===== src/rtl/keypad_scanner.sv =====
// 4x3 matrix keypad scanner: column strobing, row synchronisation, scan-level
// debouncing and one-hot digit / star / pound / multi-key decode.
module keypad_scanner #(
    parameter int unsigned SCAN_DIV       = 4,
    parameter int unsigned DEBOUNCE_SCANS = 3
) (
    input  logic       clk,
    input  logic       reset_n,
    input  logic [3:0] row_in,
    output logic [2:0] col_out,
    output logic [9:0] keypad_buttons,
    output logic       star,
    output logic       pound,
    output logic       new_key,
    output logic       multi_key
);

    localparam int unsigned ROWS  = 4;
    localparam int unsigned KEYS  = 12;
    localparam int unsigned DIGS  = 10;
    localparam int unsigned CNT_W = (SCAN_DIV > 1) ? $clog2(SCAN_DIV) : 1;
    localparam int unsigned STB_W = $clog2(DEBOUNCE_SCANS + 1);

    localparam logic [CNT_W-1:0] DWELL_LAST = CNT_W'(SCAN_DIV - 1);
    localparam logic [STB_W-1:0] STABLE_MAX = STB_W'(DEBOUNCE_SCANS);

    typedef enum logic [1:0] {
        COL0 = 2'd0,
        COL1 = 2'd1,
        COL2 = 2'd2
    } state_e;

    state_e            state_q, state_d;
    logic [CNT_W-1:0]  cnt_q, cnt_d;
    logic [ROWS-1:0]   row_meta_q, row_sync_q;
    logic [KEYS-1:0]   snap_q, snap_d;
    logic [KEYS-1:0]   prev_q, prev_d;
    logic [KEYS-1:0]   commit_q, commit_d;
    logic [STB_W-1:0]  stable_q, stable_d;
    logic [2:0]        col_q, col_d;
    logic [DIGS-1:0]   buttons_q, buttons_d;
    logic              star_q, star_d;
    logic              pound_q, pound_d;
    logic              new_key_q, new_key_d;
    logic              multi_q, multi_d;

    logic [ROWS-1:0]   rows_act;
    logic              last;
    logic              single;

    // Scan sequencing, snapshot capture, debounce and output decode
    always_comb begin
        state_d   = state_q;
        cnt_d     = cnt_q + CNT_W'(1);
        snap_d    = snap_q;
        prev_d    = prev_q;
        stable_d  = stable_q;
        commit_d  = commit_q;
        col_d     = col_q;
        buttons_d = '0;
        star_d    = 1'b0;
        pound_d   = 1'b0;
        multi_d   = 1'b0;
        new_key_d = 1'b0;
        rows_act  = ~row_sync_q;
        last      = (cnt_q == DWELL_LAST);
        single    = 1'b0;

        if (last) begin
            cnt_d = '0;
        end

        case (state_q)
            COL0: if (last) begin
                snap_d[9] = rows_act[3];
                snap_d[6] = rows_act[2];
                snap_d[3] = rows_act[1];
                snap_d[0] = rows_act[0];
                state_d   = COL1;
            end
            COL1: if (last) begin
                snap_d[10] = rows_act[3];
                snap_d[7]  = rows_act[2];
                snap_d[4]  = rows_act[1];
                snap_d[1]  = rows_act[0];
                state_d    = COL2;
            end
            COL2: if (last) begin
                snap_d[11] = rows_act[3];
                snap_d[8]  = rows_act[2];
                snap_d[5]  = rows_act[1];
                snap_d[2]  = rows_act[0];
                state_d    = COL0;
                if (snap_d == prev_q) begin
                    if (stable_q != STABLE_MAX) begin
                        stable_d = stable_q + STB_W'(1);
                    end
                end else begin
                    stable_d = '0;
                end
                prev_d = snap_d;
            end
            default: begin
                state_d = COL0;
                cnt_d   = '0;
            end
        endcase

        case (state_d)
            COL1:    col_d = 3'b101;
            COL2:    col_d = 3'b011;
            default: col_d = 3'b110;
        endcase

        // prev_q holds the snapshot that just completed its stable run
        if (stable_q == STABLE_MAX) begin
            commit_d = prev_q;
        end

        single = (commit_d != '0) && ((commit_d & (commit_d - KEYS'(1))) == '0);
        if (single) begin
            buttons_d[0]   = commit_d[10];
            buttons_d[9:1] = commit_d[8:0];
            star_d         = commit_d[9];
            pound_d        = commit_d[11];
            new_key_d      = (commit_d != commit_q);
        end
        multi_d = (commit_d != '0) && !single;
    end

    always_ff @(posedge clk or negedge reset_n) begin
        if (!reset_n) begin
            state_q    <= COL0;
            cnt_q      <= '0;
            row_meta_q <= '1;
            row_sync_q <= '1;
            snap_q     <= '0;
            prev_q     <= '0;
            commit_q   <= '0;
            stable_q   <= '0;
            col_q      <= 3'b110;
            buttons_q  <= '0;
            star_q     <= 1'b0;
            pound_q    <= 1'b0;
            new_key_q  <= 1'b0;
            multi_q    <= 1'b0;
        end else begin
            state_q    <= state_d;
            cnt_q      <= cnt_d;
            row_meta_q <= row_in;
            row_sync_q <= row_meta_q;
            snap_q     <= snap_d;
            prev_q     <= prev_d;
            commit_q   <= commit_d;
            stable_q   <= stable_d;
            col_q      <= col_d;
            buttons_q  <= buttons_d;
            star_q     <= star_d;
            pound_q    <= pound_d;
            new_key_q  <= new_key_d;
            multi_q    <= multi_d;
        end
    end

    assign col_out        = col_q;
    assign keypad_buttons = buttons_q;
    assign star           = star_q;
    assign pound          = pound_q;
    assign new_key        = new_key_q;
    assign multi_key      = multi_q;

endmodule


===== config.mk =====
export PLATFORM = sky130hd
export DESIGN_NAME = keypad_scanner
export DESIGN_NICKNAME = d
export VERILOG_FILES = /design/src/rtl/keypad_scanner.sv
export SDC_FILE = /design/constraint.sdc
export NUM_CORES = 1
export LEC_CHECK = 0
export BUFFER_PORTS_ARGS = -buffer_cell sky130_fd_sc_hd__buf_2
export CORE_MARGIN = 2
export CORE_UTILIZATION = 55
export CTS_CLUSTER_DIAMETER = 60
export DETAILED_ROUTE_END_ITERATION = 10
export PLACE_DENSITY_LB_ADDON = 0.08
export SETUP_SLACK_MARGIN = 0.02
export SLEW_MARGIN = 20
export SYNTH_ARGS = -nofsm -noshare
export SYNTH_HDL_FRONTEND = slang
export SYNTH_SLANG_ARGS = --single-unit

===== constraint.sdc =====
create_clock -name clk -period 5.35 [get_ports clk]
set_input_delay 1.07 -clock clk [delete_from_list [all_inputs] [get_ports clk]]
set_output_delay 1.07 -clock clk [all_outputs]
set_load 0.05 [all_outputs]

# Yosys cells after proc, flatten, opt, wreduce, memory -nomap -nowiden
# Index checks and enable logic that the tools add are counted.
# word_totals
ff_bits	63
inputBits	6
# classes
n_addsub	3
n_eq_ne	10
mux	14
n_bitwise	2
n_reduce_logical	11
# op_table
operator	n
$mux W2	7
$and A12 B12 Y12	1
$eq A12 B12 Y1	1
$logic_not A12 Y1	1
$mux W12	1
$ne A12 B12 Y1	1
$reduce_bool A12 Y1	1
$sub A12 B1 Y12 const B	1
$mux W10	1
$eq A2 B2 Y1 const B	4
$pmux W2 S3	1
$pmux W3 S2	1
$reduce_and A2 Y1	3
$add A2 B1 Y2 const B	2
$eq A2 B1 Y1 const B	2
$not A4 Y4	1
$mux W1	3
$reduce_and A3 Y1	1
$reduce_or A3 Y1	1
$logic_and A1 B1 Y1	2
$logic_not A2 Y1	1
$ne A2 B1 Y1 const B	1
$ne A2 B2 Y1 const B	1
$logic_not A1 Y1	1

# Logic depth before layout (Yosys ltp)
# logic_depth
ltp_word	8
mapped_depth	10
depth_no_buf	7

# Worst setup path after synthesis
# OpenSTA, ideal clock, no wires.
# synth_timing
path_kind	flip-flop to flip-flop
start	register stable_q[0]
end	register multi_q, in the netlist multi_key
setup_ps	127
t_arrival_ps	2006
slack_ps	3217
path_stages_with_launch	10
period_less_slack_ps	2133
cell_sequence	dfrtp_1 -> ha_1 -> buf_6 -> buf_6 -> buf_4 -> nor4_1 -> o21ai_0 -> a32oi_1 -> o2111ai_2 -> or2_2
# synth_between
elab_chain_len	8
# synth_rtl
element	line	text
from (decl)	39	logic [STB_W-1:0] stable_q, stable_d;
from (signal assigned)	155	stable_q <= stable_d;
$eq A2 B2 Y1 (*)	116	if (stable_q == STABLE_MAX) begin
$mux W12 (*)	116	
$sub A12 B1 Y12	120	single = (commit_d != '0) && ((commit_d & (commit_d - KEYS'(1))) == '0);
$and A12 B12 Y12	120	
$logic_not A12 Y1	120	
$logic_and A1 B1 Y1	120	
$logic_not A1 Y1	128	multi_d = (commit_d != '0) && !single;
$logic_and A1 B1 Y1 (*)	128	
net multi_d	45	logic multi_q, multi_d;
to (signal assigned)	161	multi_q <= multi_d;
to (decl)	45	
# The timed path passes the listed nets; every way through them passes the cells marked *.
# A chain may end at the register's enable or synchronous reset.

# Worst setup path after layout
# layout_timing
start	register stable_q[0]
end	register multi_q, in the netlist multi_key
# layout_between
elab_chain_len	8
# layout_rtl
element	line	text
$eq A2 B2 Y1 (*)	116	
$mux W12 (*)	116	
net commit_d[1]	38	logic [KEYS-1:0] commit_q, commit_d;
$sub A12 B1 Y12	120	
$and A12 B12 Y12	120	
$logic_not A12 Y1	120	
$logic_and A1 B1 Y1	120	
$logic_not A1 Y1	128	
$logic_and A1 B1 Y1 (*)	128	
net multi_d	45	
# Marked as above.

==> reports/results.ini <==
[power_and_ir_drop]
vdd_ir_drop_max_mv = 0.175
comb_power_share_pct = 3.0
clockPowerShare_pct = 48.1
power_switching_uw = 203
flop_pwr_share_pct = 48.9
report.power.total_mw = 1.03
power_leakage_nw = 1.52
cellPowerDensity_nw_per_um2 = 329
switching_share_pct = 19.7
p_int_uw = 827

[finish]
post_route_cells_drive_above_1_share_pct = 25.0
layout.area.seq_um2 = 1590
final_core_util_pct = 65.5
multiInputGateArea_um2 = 1040
stdcell_count = 323
fin_nets = 261
antenna-diode-count = 0
areaGrowthSynthToFinish_pct = 13.5
fillers = 382

[die]
floorplan.die.width_um = 74.9
boundaryPins = 23
die_height_um = 74.9
std_cell_rows = 25
fp.coreArea_um2 = 4790
start_util_pct = 57.7
die_area_um2 = 5610

[routing]
wirelength_um = 4620
detail_route.drc_violations = 0
drt-initial-drc-count = 182
wl_per_cell_um = 14.3
vias = 1721
detail_route.first_pass.iterations = 4
vias_per_cell = 5.33
postRouteAntennaNets = 0

[sta]
finalSetupViolCount = 0
setup_total_negative_slack_ns = 0
final-max-slew-violation-count = 0
rsz_0062_raised_after_global_routing = no
finalCritPeriodShare_pct = 59.5
worst_clk_skew_ns = 0.00904
max_slew_margin_pct = 28.4
max_freq_mhz = 314
period_needed_ns = 3.19
finalHoldWorstSlack_ns = 0.355
timing_hold_violations_final = 0
worst_slew_pin_slew_ns = 1.07

[yosys]
part_of_the_yosys_area_used_for_sequential_elements_pct = 57.5
syn_nets = 238
syn_area_um2 = 2760
synth_simple_gate_area_share_pct = 11.1
postSynthCellCount = 228
synth-xor-area-share_pct = 7.93
fraction_of_the_mapped_netlist_area_in_compound_gates_pct = 7.47
share_of_synthesized_area_spent_on_multiplexers_pct = 8.56
ys.flop_type = dfrtp_1
asyncSetResetFlopFracSynth_pct = 100
synth.lib_cells_used.distinct = 39
synth_enable_flop_cells = 0
synth_fa_ha_area_share_pct = 2.58
synthesis.yosys.warnings = 0
yosys_register_bits = 63
syn_avg_cell_area_um2 = 12.1
synth_top_family_by_area = simple AND/OR/NAND/NOR gates

[cts]
total_clock_buffers_created_by_cts = 9
tritoncts_clock_tree = done
clock_latency_ns = 0.34
clk_pin_slew_worst_paths_ns = 0.07
cts.repair_timing.setup_buffer_count = 0
postCtsHoldBufs = 0
numClockSinks = 63
clk_root_buffer_cell = clkbuf_8
h-tree-depth = 3
cts.repair.resized = 0
cts-root-to-sink-buffers = 2

[worst_setup_path]
worstSetupStartpoint = stable_q[0]
regToRegStartpoint = stable_q[0]
path_max_fanout = 22
critical_path.endpoint_type = flop
worst_setup_path_start_kind = flop
critical_path_class = reg2reg
timing.critical_path.required_ns = 5.56
worst_ep_arrival_time_ns = 3.40

[min_path]
min_from = row_meta_q[3]
worstHoldPathType = reg2reg

[run]
maxCapViolCount = 0

[global_routing]
grt_pass1_vias = 1668
grt_overflow_total = 0
global_route_wire_length_before_repair_um = 7850
grt_antenna_before_repair = 0
largest_net_degree_at_the_start_of_global_routing = 64
grt_use_total_pct = 19.5

[placed_design]
hpwl_um = 3150
placed_cells_incl_taps = 307
port_buffers = 22
finalWeightedCongestion = 0.855

[status]
run_status = finished clean

[per-layer routing]
metal	wire length, um	up-vias	share of wire [%]	global-route usage [%]
li1	-	830	-	-
met1	2180	832	47	26.5
met2	2100	47	46	28.2
met3	225	12	4.9	6.29
met4	110	0	2.4	9.92
met5	0	-	0	0
[cells in the mapped netlist (all sizes together) (2+ instances only)]
cell     n  share of area [%]
a211oi   4                1.1
a21oi    4               0.72
a31oi    2               0.45
buf      4                1.5
clkbuf   7               0.95
dfrtp   53                 48
dfstp   10                9.5
ha       4                1.8
inv     18                2.4
maj3     2               0.77
mux2    10                4.1
mux2i   12                4.5
nand2   11                1.5
nand2b   2               0.45
nand3    3               0.54
nand3b   2               0.54
nand4    5                1.1
nor2     8                1.1
nor3    11                2.5
nor4     8                1.8
nor4b    3               0.95
o21ai    9                1.6
xnor2   16                5.1
xor2     9                2.9
[critical path, cell delays in order, from the launching register on]
cell       delay [ns]
dfrtp_1          0.36
ha_1             0.83
mux2i_1          0.39
inv_1            0.11
maj3_2           0.34
o311ai_4         0.26
o2111ai_2        0.37
or2_2            0.40
[state kept, by name (all words and copies together) (netlist names)]
signal / count
cnt_q: 2
col_out: 3
commit_q: 12
keypad_buttons: 10
multi_key: 1
new_key: 1
pound: 1
prev_q: 12
row_meta_q: 4
row_sync_q: 4
snap_q: 8
stable_q: 2
star: 1
state_q: 2
[layout by cell type (no fill, tap or decap), types with 2 or more instances in the layout]
cell       netlist  final
clkbuf_1         7      3
nand2_1         11     11
nand2b_1         2      2
bufinv_16        0      3
nand4_1          5      5
nand3b_1         2      2
buf_2            0     22
mux2_2          10     10
o21ai_0          9      9
inv_1           18     18
ha_1             4      4
nor2_1           8      8
dfrtp_1         53     53
nor3_1           8      8
a21oi_1          4      4
nor4b_1          3      3
a211oi_1         4      4
nand3_1          3      3
clkbuf_8         0     10
nor3_2           3      3
xnor2_1         16     16
nor4_1           8      8
mux2i_1         11     11
xor2_1           9      9
dfstp_2         10     10
a31oi_1          2      2
[stage by stage]
stage               cell area [um^2]  setup slack, ns
finish                          3140             2.16
global route                    3140             1.98
CTS                             3140             2.16
detailed placement              2900             2.24
global placement                2900             2.31
floorplan                       2760             3.22
[path summary, 6_finish.rpt]
| check | end | slack, ns | cells after the start |
|---|---|---|---|
| max in group asynchronous | keypad_buttons[7] | 3.98 | 2 |
| worst max-delay path | multi_key | 2.16 | 7 |
| min in group asynchronous | prev_q[4] | 0.89 | 2 |
| worst min register to register | row_sync_q[3] | 0.36 | 0 |
| worst min-delay path | row_sync_q[3] | 0.36 | 0 |
| worst max register to register | multi_key | 2.16 | 7 |
[cell families after synthesis]
| logic type | Yosys count |
|---|---|
| flops | 63 |
| simple gates | 55 |
| buf+inv | 29 |
| compound gates | 28 |
| xor+xnor | 25 |
| mux | 22 |
| fa+ha+maj | 6 |
[power groups by stage]
stage          sequential (mW)  combinational, mW  clock [mW]
6_report                 0.503             0.0311       0.496
5_1_grt                  0.505             0.0366       0.525
3_5_place_dp             0.512             0.0323           0
4_1_cts                  0.503             0.0325       0.502
3_3_place_gp             0.511             0.0320           0
2_1_floorplan            0.507             0.0192           0
[cell type report]
class / count / share of cell area, %
multi-input cells: 136 / 33.1
well taps: 67 / 2.67
inverters: 18 / 2.15
clock inverters: 3 / 2.87
clock buffers: 13 / 4.75
repair buffers: 23 / 3.75
flip-flops and latches: 63 / 50.7
(Power assumes the default switching activity.)
